### src/rtl/point_drive_pkg.sv
// Shared types for the point-motor drive slice: channel state and position encoding.
package point_drive_pkg;

    typedef enum logic [1:0] {
        DEAD  = 2'd0,
        DRIVE = 2'd1,
        HELD  = 2'd2,
        FAULT = 2'd3
    } state_t;

    localparam logic POS_NOR = 1'b0;
    localparam logic POS_REV = 1'b1;

endpackage

### src/rtl/point_channel.sv
// One point channel: contact synchronizer, throw/hold/fault FSM, shared cycle counter
// and registered motor/status outputs decoded from the next state.
module point_channel
    import point_drive_pkg::*;
#(
    parameter int unsigned DEAD_CYC    = 50_000,
    parameter int unsigned TIMEOUT_CYC = 150_000_000
) (
    input  logic clk,
    input  logic rest_n,
    input  logic sw_cmd,
    input  logic det_nor,
    input  logic det_rev,
    input  logic fault_clr,
    output logic mot_nor,
    output logic mot_rev,
    output logic locked,
    output logic pos,
    output logic fault
);

    localparam int unsigned      CNT_W        = $clog2(TIMEOUT_CYC + 1);
    localparam logic [CNT_W-1:0] DEAD_LAST    = CNT_W'(DEAD_CYC - 1);
    localparam logic [CNT_W-1:0] TIMEOUT_LAST = CNT_W'(TIMEOUT_CYC - 1);

    logic [1:0]       nor_sync, rev_sync;
    logic             dn, dr;
    state_t           state, state_n;
    logic             target, target_n;
    logic             pos_n;
    logic [CNT_W-1:0] cnt, cnt_n;
    logic             cmd_chg, at_tgt, both;

    always_ff @(posedge clk or negedge rest_n) begin
        if (!rest_n) begin
            nor_sync <= '0;
            rev_sync <= '0;
        end else begin
            nor_sync <= {nor_sync[0], det_nor};
            rev_sync <= {rev_sync[0], det_rev};
        end
    end

    assign dn = nor_sync[1];
    assign dr = rev_sync[1];

    always_comb begin
        state_n  = state;
        target_n = target;
        cnt_n    = cnt;
        pos_n    = pos;
        cmd_chg  = (sw_cmd != target);
        both     = dn & dr;
        // Confirmation needs the target contact made and the opposite one open.
        at_tgt   = (target == POS_REV) ? (dr & ~dn) : (dn & ~dr);
        unique case (state)
            DEAD: begin
                if (cmd_chg) begin
                    target_n = sw_cmd;
                    cnt_n    = '0;
                end else if (cnt == DEAD_LAST) begin
                    state_n = DRIVE;
                    cnt_n   = '0;
                end else begin
                    cnt_n = cnt + 1'b1;
                end
            end
            DRIVE: begin
                if (both) begin
                    state_n = FAULT;
                    cnt_n   = '0;
                end else if (cmd_chg) begin
                    target_n = sw_cmd;
                    state_n  = DEAD;
                    cnt_n    = '0;
                end else if (at_tgt) begin
                    state_n = HELD;
                    pos_n   = target;
                    cnt_n   = '0;
                end else if (cnt == TIMEOUT_LAST) begin
                    state_n = FAULT;
                    cnt_n   = '0;
                end else begin
                    cnt_n = cnt + 1'b1;
                end
            end
            HELD: begin
                if (both) begin
                    state_n = FAULT;
                end else if (cmd_chg) begin
                    target_n = sw_cmd;
                    state_n  = DEAD;
                    cnt_n    = '0;
                end else if (!at_tgt) begin
                    state_n = FAULT;
                end
            end
            FAULT: begin
                if (fault_clr && !both) begin
                    target_n = sw_cmd;
                    state_n  = DEAD;
                    cnt_n    = '0;
                end
            end
        endcase
    end

    always_ff @(posedge clk or negedge rest_n) begin
        if (!rest_n) begin
            state   <= DEAD;
            target  <= POS_NOR;
            cnt     <= '0;
            pos     <= POS_NOR;
            mot_nor <= 1'b0;
            mot_rev <= 1'b0;
            locked  <= 1'b0;
            fault   <= 1'b0;
        end else begin
            state   <= state_n;
            target  <= target_n;
            cnt     <= cnt_n;
            pos     <= pos_n;
            mot_nor <= (state_n == DRIVE) && (target_n == POS_NOR);
            mot_rev <= (state_n == DRIVE) && (target_n == POS_REV);
            locked  <= (state_n == HELD);
            fault   <= (state_n == FAULT);
        end
    end

endmodule

### src/rtl/point_drive.sv
// Two independent point channels plus the registered route-ready flag
// reported to the signalling logic.
module point_drive
    import point_drive_pkg::*;
#(
    parameter int unsigned DEAD_CYC    = 50_000,
    parameter int unsigned TIMEOUT_CYC = 150_000_000
) (
    input  logic       clk,
    input  logic       rest_n,
    input  logic [1:0] sw_cmd,
    input  logic [1:0] det_nor,
    input  logic [1:0] det_rev,
    input  logic [1:0] fault_clr,
    output logic [1:0] mot_nor,
    output logic [1:0] mot_rev,
    output logic [1:0] locked,
    output logic [1:0] pos,
    output logic [1:0] fault,
    output logic       route_ok
);

    for (genvar i = 0; i < 2; i++) begin : g_ch
        point_channel #(
            .DEAD_CYC    (DEAD_CYC),
            .TIMEOUT_CYC (TIMEOUT_CYC)
        ) u_ch (
            .clk       (clk),
            .rest_n    (rest_n),
            .sw_cmd    (sw_cmd[i]),
            .det_nor   (det_nor[i]),
            .det_rev   (det_rev[i]),
            .fault_clr (fault_clr[i]),
            .mot_nor   (mot_nor[i]),
            .mot_rev   (mot_rev[i]),
            .locked    (locked[i]),
            .pos       (pos[i]),
            .fault     (fault[i])
        );
    end

    always_ff @(posedge clk or negedge rest_n) begin
        if (!rest_n) route_ok <= 1'b0;
        else         route_ok <= (&locked) & ~(|fault);
    end

endmodule

### config.mk
export PLATFORM = sky130hd
export DESIGN_NAME = point_drive
export DESIGN_NICKNAME = d
export VERILOG_FILES = /design/src/rtl/point_drive_pkg.sv /design/src/rtl/point_channel.sv /design/src/rtl/point_drive.sv
export SDC_FILE = /design/constraint.sdc
export NUM_CORES = 1
export LEC_CHECK = 0
export CAP_MARGIN = 20
export CORE_UTILIZATION = 30
export DETAILED_ROUTE_END_ITERATION = 7
export GPL_TIMING_DRIVEN = 1
export PLACE_DENSITY = 0.55
export SLEW_MARGIN = 20
export SYNTH_ARGS = -nofsm -noshare
export SYNTH_HDL_FRONTEND = slang
export SYNTH_SLANG_ARGS = --single-unit
### constraint.sdc
create_clock -name clk -period 2.7 [get_ports clk]
set_input_delay 0.27 -clock clk [delete_from_list [all_inputs] [get_ports clk]]
set_output_delay 0.27 -clock clk [all_outputs]
set_load 0.02 [all_outputs]
Yosys cells after proc, flatten, opt, wreduce, memory -nomap -nowiden
Cells that the tools add are included.
{"block": "totals", "regBits": 81, "inputBits": 10, "out_inout_bits": 11, "elab_cells": 135}
{"block": "classes", "addsub": 2, "n_eq_ne": 24, "n_mux": 52, "bitwise": 18, "reduce_logical": 18}
{"cell": "$mux W28", "n": 18}
{"cell": "$pmux W28 S4", "n": 2}
{"cell": "$add A28 B1 Y28 const B", "n": 2}
{"cell": "$eq A28 B16 Y1 const B", "n": 2}
{"cell": "$eq A28 B28 Y1 const B", "n": 2}
{"cell": "$mux W2", "n": 20}
{"cell": "$eq A2 B2 Y1 const B", "n": 8}
{"cell": "$pmux W2 S4", "n": 2}
{"cell": "$not A1 Y1", "n": 11}
{"cell": "$eq A2 B1 Y1 const B", "n": 4}
{"cell": "$mux W1", "n": 8}
{"cell": "$ne A2 B1 Y1 const B", "n": 4}
{"cell": "$reduce_and A4 Y1", "n": 2}
{"cell": "$and A1 B1 Y1", "n": 7}
{"cell": "$logic_and A1 B1 Y1", "n": 6}
{"cell": "$pmux W1 S3", "n": 2}
{"cell": "$reduce_and A3 Y1", "n": 2}
{"cell": "$reduce_or A2 Y1", "n": 3}
{"cell": "$logic_not A2 Y1", "n": 2}
{"cell": "$ne A2 B2 Y1 const B", "n": 2}
{"cell": "$logic_not A1 Y1", "n": 2}
{"cell": "$ne A1 B1 Y1", "n": 2}
{"cell": "$reduce_and A2 Y1", "n": 1}

Longest topological paths before layout
Gate-level depths: netlist (run 1).
{"block": "logic_depth", "ltp_word": 9, "depth_mapped": 10, "ltp_nobuf": 8}

Hierarchy
From an unflattened synthesis (run 1), not the netlist that was laid out.
{"block": "hier_totals", "hier_cells": 482, "hier_area_um2": 4616.9}
{"mod": "point_channel (g_ch[0].u_ch)", "instances": 1, "cells_per_inst": 258, "area_per_inst_um2": 2341.0, "seq_area_each_um2": 1001.0}
{"mod": "point_channel (g_ch[1].u_ch)", "instances": 1, "cells_per_inst": 222, "area_per_inst_um2": 2238.4, "seq_area_each_um2": 1001.0}
{"mod": "point_drive", "instances": 1, "cells_per_inst": 2, "area_per_inst_um2": 37.5, "seq_area_each_um2": 25.0}

Worst setup path before layout (run 1)
No wires, ideal clock.
{"block": "synth_path", "path_kind": "reg-to-reg", "startpoint": "reg g_ch[1].u_ch.target", "endpoint": "reg g_ch[1].u_ch.cnt[25]", "setup_ns": 0.121, "arrival_time_ns": 2.053, "required_time_ns": 2.579, "path_slack_ns": 0.525, "path_stages_with_launch": 10, "n_path_buf": 1, "period_less_slack_ns": 2.175, "cell_sequence": "dfrtp_1 > inv_1 > ha_1 > buf_6 > a21o_1 > a22oi_2 > nand4_1 > nor4_1 > xnor2_1 > nor2_1"}
{"block": "synth_between", "elab_chain_len": 5, "word_cells_on_any_way": 9, "cone_classes": "eq/ne (2); mux (6); reduce/logical (1)"}
{"item": "start, declared", "line_no": "point_channel.sv:29", "source": "logic target, target_n;"}
{"item": "start signal, assigned", "line_no": "point_channel.sv:120", "source": "target <= target_n;"}
{"item": "$mux W1", "line_no": "point_channel.sv:55", "source": "at_tgt = (target == POS_REV) ? (dr & ~dn) : (dn & ~dr);"}
{"item": "$mux W28", "line_no": "point_channel.sv:76", "source": "end else if (at_tgt) begin"}
{"item": "$mux W28", "line_no": "point_channel.sv:72", "source": "end else if (cmd_chg) begin"}
{"item": "$mux W28", "line_no": "point_channel.sv:69", "source": "if (both) begin"}
{"item": "$pmux W28 S4", "line_no": "point_channel.sv:56", "source": "unique case (state)"}
{"item": "end signal, assigned", "line_no": "point_channel.sv:121", "source": "cnt <= cnt_n;"}
{"item": "end, declared", "line_no": "point_channel.sv:31", "source": "logic [CNT_W-1:0] cnt, cnt_n;"}
Parallel ways exist; a longest one is shown, timed or not.
A chain may end at the register's enable or synchronous reset.

Final worst setup path (run 1)
{"block": "layout_path", "startpoint": "reg g_ch[0].u_ch.cnt[22]", "endpoint": "reg g_ch[0].u_ch.cnt[2]"}
{"block": "layout_between", "elab_chain_len": 6, "word_cells_on_any_way": 9, "cone_classes": "eq/ne (2); mux (7)"}
{"item": "start, declared", "line_no": "point_channel.sv:31"}
{"item": "start signal, assigned", "line_no": "point_channel.sv:121"}
{"item": "$eq A28 B28 Y1", "line_no": "point_channel.sv:80", "source": "end else if (cnt == TIMEOUT_LAST) begin"}
{"item": "$mux W28", "line_no": "point_channel.sv:80"}
{"item": "$mux W28", "line_no": "point_channel.sv:76"}
{"item": "$mux W28", "line_no": "point_channel.sv:72"}
{"item": "$mux W28", "line_no": "point_channel.sv:69"}
{"item": "$pmux W28 S4 (*)", "line_no": "point_channel.sv:56"}
Mark *: on every way between the ends. The rest lies on a longest branch, timed or not.

==> results of run 1 <==
## worst register-to-register path: cells and delay by family, from the launching register on
family | cells | cell delay [ps]
AND/OR/NAND/NOR | 2 | 950
flip-flops | 1 | 420
buffers and inverters | 1 | 190
AO/OA/AOI/OAI | 4 | 810
## synthesized netlist by cell type, drive strengths merged (6+ instances only)
master	instances	share of area
dfrtp	81	0.44
o21ai	28	0.031
a21o	6	0.0099
and2	7	0.0099
nor2b	9	0.012
nand4	19	0.027
a22o	13	0.025
and3	12	0.016
nand2	52	0.043
nor2	57	0.047
xor2	16	0.031
buf	16	0.028
nand3	25	0.027
inv	15	0.012
a21oi	9	0.0099
ha	14	0.038
nor4	11	0.024
xnor2	15	0.029
nor3	17	0.020
## per-stage QoR
stage               setup WS, ps  hold slack (ps)
finish                     228.6            348.1
CTS                        96.20            347.8
detailed placement         30.27            334.7
floorplan                  525.4           -25.59
global route               102.2            356.5
global placement           163.8            332.6
## path summary, 6_finish.rpt
path                                                from                  endpoint  slack, ps  depth (start not counted)
worst min-delay path            g_ch[0].u_ch.nor_sync[0]  g_ch[0].u_ch.nor_sync[1]        350                          0
worst min register to register  g_ch[0].u_ch.nor_sync[0]  g_ch[0].u_ch.nor_sync[1]        350                          0
min in group asynchronous                         rest_n  g_ch[1].u_ch.nor_sync[0]        510                          2
max in group asynchronous                         rest_n      g_ch[0].u_ch.cnt[27]       1490                          3
worst max-delay path                g_ch[0].u_ch.cnt[22]       g_ch[0].u_ch.cnt[2]        230                          7
worst max register to register      g_ch[0].u_ch.cnt[22]       g_ch[0].u_ch.cnt[2]        230                          7
## per-layer routing
metal | part of all wire | vias up | GRT usage | wire, um
met5 | 0 | - | 0 | 0
met4 | 0.023 | 0 | 0.06815 | 233
met3 | 0.039 | 18 | 0.03252 | 394
met2 | 0.45 | 69 | 0.2137 | 4567
met1 | 0.49 | 1754 | 0.1811 | 4977
li1 | - | 1783 | - | -
## layout make-up
cell class              count  area (um2)
clock buffers              10       229.0
clock inverters             6       43.79
fillers                  1442        9434
inverters                  15       56.30
multi-input cells         365        2351
flip-flops and latches     81        2027
well taps                 184       230.2
repair buffers             37       327.8
## timing repair
action | CTS | global route
gates resized for setup | 0 | 2
hold endpoints to repair | 7 | 0
hold buffers | 1 | 0
endpoints found under the setup margin | 0 | 30
## cell families after synthesis
kind of cell / share of synthesized area
multiplexers: 0.009305
buffers and inverters: 0.04324
flip-flops: 0.4433
AND/OR/NAND/NOR: 0.2772
adder cells (fa/ha/maj): 0.03831
XOR/XNOR: 0.05939
AO/OA/AOI/OAI: 0.1292
## power by group
part	internal [W]	total [W]	switching, W	leakage, nW
clock	0.000628	0.00115	0.000520	0.138
sequential	0.00134	0.00145	0.000109	1.09
combinational	0.000672	0.00169	0.00102	1.00
## registers in the layout, summed over array words and instances, names as in the netlist
| name | flops |
|---|---|
| g_ch.u_ch.cnt | 56 |
| g_ch.u_ch.fault | 2 |
| g_ch.u_ch.locked | 2 |
| g_ch.u_ch.mot_nor | 2 |
| g_ch.u_ch.mot_rev | 2 |
| g_ch.u_ch.nor_sync | 4 |
| g_ch.u_ch.pos | 2 |
| g_ch.u_ch.rev_sync | 4 |
| g_ch.u_ch.state | 4 |
| g_ch.u_ch.target | 2 |
| route_ok | 1 |
==> impl_metrics.env, run 1 <==
export IMPL_h_tree_depth=3
export IMPL_nets=533
export IMPL_startpoint_type="flop"
export IMPL_peakVddDrop_v=0.0003830
export IMPL_rows=44
export IMPL_arrival_ps=2710
export IMPL_maxCapViolations=0
export IMPL_crit_family="simple AND/OR/NAND/NOR gates"
export IMPL_postLayoutCellArea_um2=5265
export IMPL_diodes=0
export IMPL_drtPass1Iterations=7
export IMPL_yosysSeqAreaShare=0.4433
export IMPL_dp_cells=681
export IMPL_hold_path_class="flop to flop"
export IMPL_num_io_pins=21
export IMPL_netlist_area_um2=4572
export IMPL_grt_use_total=0.1383
export IMPL_die_area_um2=15740
export IMPL_path_cells="or4_1 -> nor4_2 -> a21oi_1 -> o21ba_1 -> buf_4 -> o21ai_1 -> a22o_1"
export IMPL_slew_violations=0
export IMPL_cp_end_kind="flop"
export IMPL_core_area_um2=14700
export IMPL_final_setup_tns_ps=0
export IMPL_yosysWarnings=0
export IMPL_tightest_slew_ps=678.9
export IMPL_crit_buf_inv=1
export IMPL_drc=2
export IMPL_syn2layout_area_growth_pct=15.16
export IMPL_io_buffers=20
export IMPL_final_cell_mix="dfrtp_1, nor2_1, nand2_1"
export IMPL_vias=3624
export IMPL_drt_iter0_markers=201
export IMPL_cts_tree="done"
export IMPL_cts_setup_buffers=0
export IMPL_postPlaceCellArea_um2=4979
export IMPL_synth_cell_types=63
export IMPL_final_common_cell="dfrtp_1"
export IMPL_period_share=0.9153
export IMPL_grt_pass1_vias=3625
export IMPL_status="finished with violations"
export IMPL_finalCriticalPeriod_ps=2471
export IMPL_critical_path_slowest_cell="or4_1"
export IMPL_relSlewSlack=0.5474
export IMPL_synth_nets=505
export IMPL_drt_total_wl_mm=10.17
export IMPL_skew_ps=8.627
export IMPL_async_reset_ff_frac=1.000
export IMPL_setup_violations=0
export IMPL_cts_clk_slew_worst_paths_ps=70
export IMPL_violations="design-rule violations"
export IMPL_synth_cells=481
export IMPL_avgSynthCellArea_um2=9.505
export IMPL_finalHoldViolations=0
export IMPL_power_density_nw_per_um2=814.5
export IMPL_final_cells=698
export IMPL_routed_via_density=5.192
export IMPL_total_power_w=0.004288
export IMPL_ys_ff_latch=81
export IMPL_required_ps=2940
export IMPL_dp_hpwl_mm=7.347
export IMPL_die_w_um=125.5
export IMPL_crit_fanout=7
export IMPL_grt_max_degree=51
export IMPL_synth_edf_count=0
export IMPL_cts_sinks=81
export IMPL_grt_pass1_wl_mm=17.28
export IMPL_initial_core_util=0.3110
export IMPL_synthFlopType="dfrtp_1"
export IMPL_clockRootBuffer="clkbuf_16"
export IMPL_p_leak_nw=2.226
export IMPL_post_drt_wl_per_cell_um=14.57
export IMPL_cp_slowest_stage_delay_ps=550
export IMPL_crit_type="flop to flop"
export IMPL_antenna_found_initial=0
export IMPL_rsz0062_at_grt="no"
export IMPL_fmax_mhz=404.6
export IMPL_post_route_cells_drive_above_1_share=0.1051
export IMPL_tritoncts_num_buffers=9
export IMPL_ant_nets=0
export IMPL_globalRoute_totalOverflow=0
export IMPL_clkLatencyLatePin_ps=340
export IMPL_fin_util=0.3582
export IMPL_die_h_um=125.5
export IMPL_routabilityCongestion=0.8449
export IMPL_clockBufferDepth=2
Power figures use the tool's default switching activity.
==> run 2, diff against run 1 <==
CTS_CLUSTER_DIAMETER = 120   (was unset)
SETUP_SLACK_MARGIN = 0.05   (was unset)
==> results of run 2 <==
Final layout, timing and power as in run 1 (identical DEF).
==> run 3, diff against run 2 <==
SKIP_CTS_REPAIR_TIMING = 1   (was unset)
==> impl_metrics.env, run 3 (synthesis gave the netlist of run 1 again) <==
export IMPL_status="finished with violations"
export IMPL_violations="design-rule violations, negative hold slack"
export IMPL_post_drt_wl_per_cell_um=14.58
export IMPL_setup_violations=0
export IMPL_routed_via_density=5.212
export IMPL_h_tree_depth=3
export IMPL_startpoint_type="flop"
export IMPL_io_buffers=20
export IMPL_peakVddDrop_v=0.0003836
export IMPL_top_layer_used="met4"
export IMPL_post_route_cells_drive_above_1_share=0.1053
export IMPL_die_w_um=125.5
export IMPL_r2r_start="g_ch[0].u_ch.cnt[22]"
export IMPL_die_h_um=125.5
export IMPL_path_cells="or4_1 -> nor4_2 -> a21oi_1 -> o21ba_1 -> buf_4 -> o21ai_1 -> a22o_1"
export IMPL_met2WireLength_mm=4.576
export IMPL_period_share=0.9171
export IMPL_num_io_pins=21
export IMPL_drt_iter0_markers=196
export IMPL_maxCapViolations=0
export IMPL_cts_sinks=81
export IMPL_routabilityCongestion=0.8449
export IMPL_r2r_end="g_ch[0].u_ch.cnt[2]"
export IMPL_grt_max_degree=51
export IMPL_diodes=0
export IMPL_clockBufferDepth=2
export IMPL_final_cell_mix="dfrtp_1, nor2_1, nand2_1"
export IMPL_antenna_found_initial=0
export IMPL_hold_path_class="input pin to asynchronous set/reset pin"
export IMPL_r2r_slack_ps=220
export IMPL_skew_ps=9.161
export IMPL_finalHoldViolations=48
export IMPL_drtPass1Iterations=7
export IMPL_required_ps=2940
export IMPL_die_area_um2=15740
export IMPL_power_density_nw_per_um2=816.6
export IMPL_vias=3633
export IMPL_critical_path_slowest_cell="or4_1"
export IMPL_largest_reg_flops=56
export IMPL_syn2layout_area_growth_pct=14.94
export IMPL_grt_pass1_wl_mm=17.29
export IMPL_ant_nets=0
export IMPL_grt_use_total=0.1384
export IMPL_rr_worst_depth=7
export IMPL_crit_fanout=7
export IMPL_whs_ps=-32.60
export IMPL_relSlewSlack=0.5493
export IMPL_fin_ws_ps=223.8
export IMPL_crit_buf_inv=1
export IMPL_n_fill_cell=1445
export IMPL_preCtsSetupSlack_ps=30.27
export IMPL_finalCriticalPeriod_ps=2476
export IMPL_drt_total_wl_mm=10.17
export IMPL_arrival_ps=2720
export IMPL_final_common_cell="dfrtp_1"
export IMPL_initial_core_util=0.3110
export IMPL_grt_pass1_vias=3620
export IMPL_final_setup_tns_ps=0
export IMPL_cts_tree="done"
export IMPL_fmax_mhz=403.8
export IMPL_clkLatencyLatePin_ps=340
export IMPL_cp_end_kind="flop"
export IMPL_nets=532
export IMPL_globalRoute_totalOverflow=0
export IMPL_slew_violations=0
export IMPL_tritoncts_num_buffers=9
export IMPL_clockRootBuffer="clkbuf_16"
export IMPL_rsz0062_at_grt="no"
export IMPL_tightest_slew_ps=676.1
export IMPL_drc=2
export IMPL_wl_met1_mm=4.994
export IMPL_dp_hpwl_mm=7.347
export IMPL_cts_clk_slew_worst_paths_ps=70
export IMPL_p_leak_nw=2.222
export IMPL_cp_slowest_stage_delay_ps=550
export IMPL_wl_met3_um=355
export IMPL_top_register="g_ch.u_ch.cnt"
export IMPL_crit_type="flop to flop"
export IMPL_rows=44
export IMPL_crit_family="simple AND/OR/NAND/NOR gates"
export IMPL_core_area_um2=14700
==> run 3: changes by cell type in the layout (fill, tap and decap cells not counted), sizes merged <==
cell         previous run  this run
dlygate4sd3             1         0
==> run 3: final cells by class <==
class	instances	area (um2)	share of cell area
Sequential cell	81	2027	0.3857
Inverter	15	56.30	0.01071
Tap cell	184	230.2	0.04381
Clock buffer	10	229.0	0.04357
Timing Repair Buffer	36	317.8	0.06048
Clock inverter	6	43.79	0.008333
Multi-Input combinational cell	365	2351	0.4474
==> run 3: worst register-to-register path, cell delays in order, from the launching register on <==
cell and delay (ps):
dfrtp_1 420, or4_1 550, nor4_2 400, a21oi_1 130, o21ba_1 410, buf_4 190, o21ai_1 50, a22o_1 220
==> run 3: power breakdown <==
group / total (W) / switching, W / internal [W]
sequential: 0.00145 / 0.000109 / 0.00134
combinational: 0.00169 / 0.00102 / 0.000671
clock: 0.00115 / 0.000520 / 0.000628
==> run 3: routing by layer <==
| layer | vias to the layer above | global-route usage |
|---|---|---|
| met3 | 20 | 0.03252 |
| met1 | 1770 | 0.1822 |
| met5 | - | 0 |
| met4 | 0 | 0.06815 |
| li1 | 1781 | - |
| met2 | 62 | 0.2127 |
==> run 3: worst max-delay path by stage <==
stage	startpoint	to	slack [ps]	cells past startpoint
3_5_place_dp	sw_cmd[1]	g_ch[1].u_ch.mot_rev	30	8
2_1_floorplan	g_ch[1].u_ch.target	g_ch[1].u_ch.cnt[25]	530	9
3_3_place_gp	sw_cmd[1]	g_ch[1].u_ch.mot_rev	160	8
6_report	g_ch[0].u_ch.cnt[22]	g_ch[0].u_ch.cnt[2]	220	7
5_1_grt	g_ch[0].u_ch.cnt[22]	g_ch[0].u_ch.cnt[7]	100	6
4_1_cts	g_ch[0].u_ch.cnt[22]	g_ch[0].u_ch.cnt[25]	100	6
==> run 3: through the flow <==
step                std cells    util  hold slack (ps)  cell area [um2]  total power (W)
floorplan                 481       -           -25.59             4572         0.002754
global placement          681  0.3387            332.6             4979         0.003131
detailed placement        681  0.3387            334.7             4979         0.003159
CTS                       697  0.3573           -5.061             5251         0.004329
global route              697  0.3575            29.38             5255         0.004603
finish                    697  0.3575           -32.60             5255         0.004291
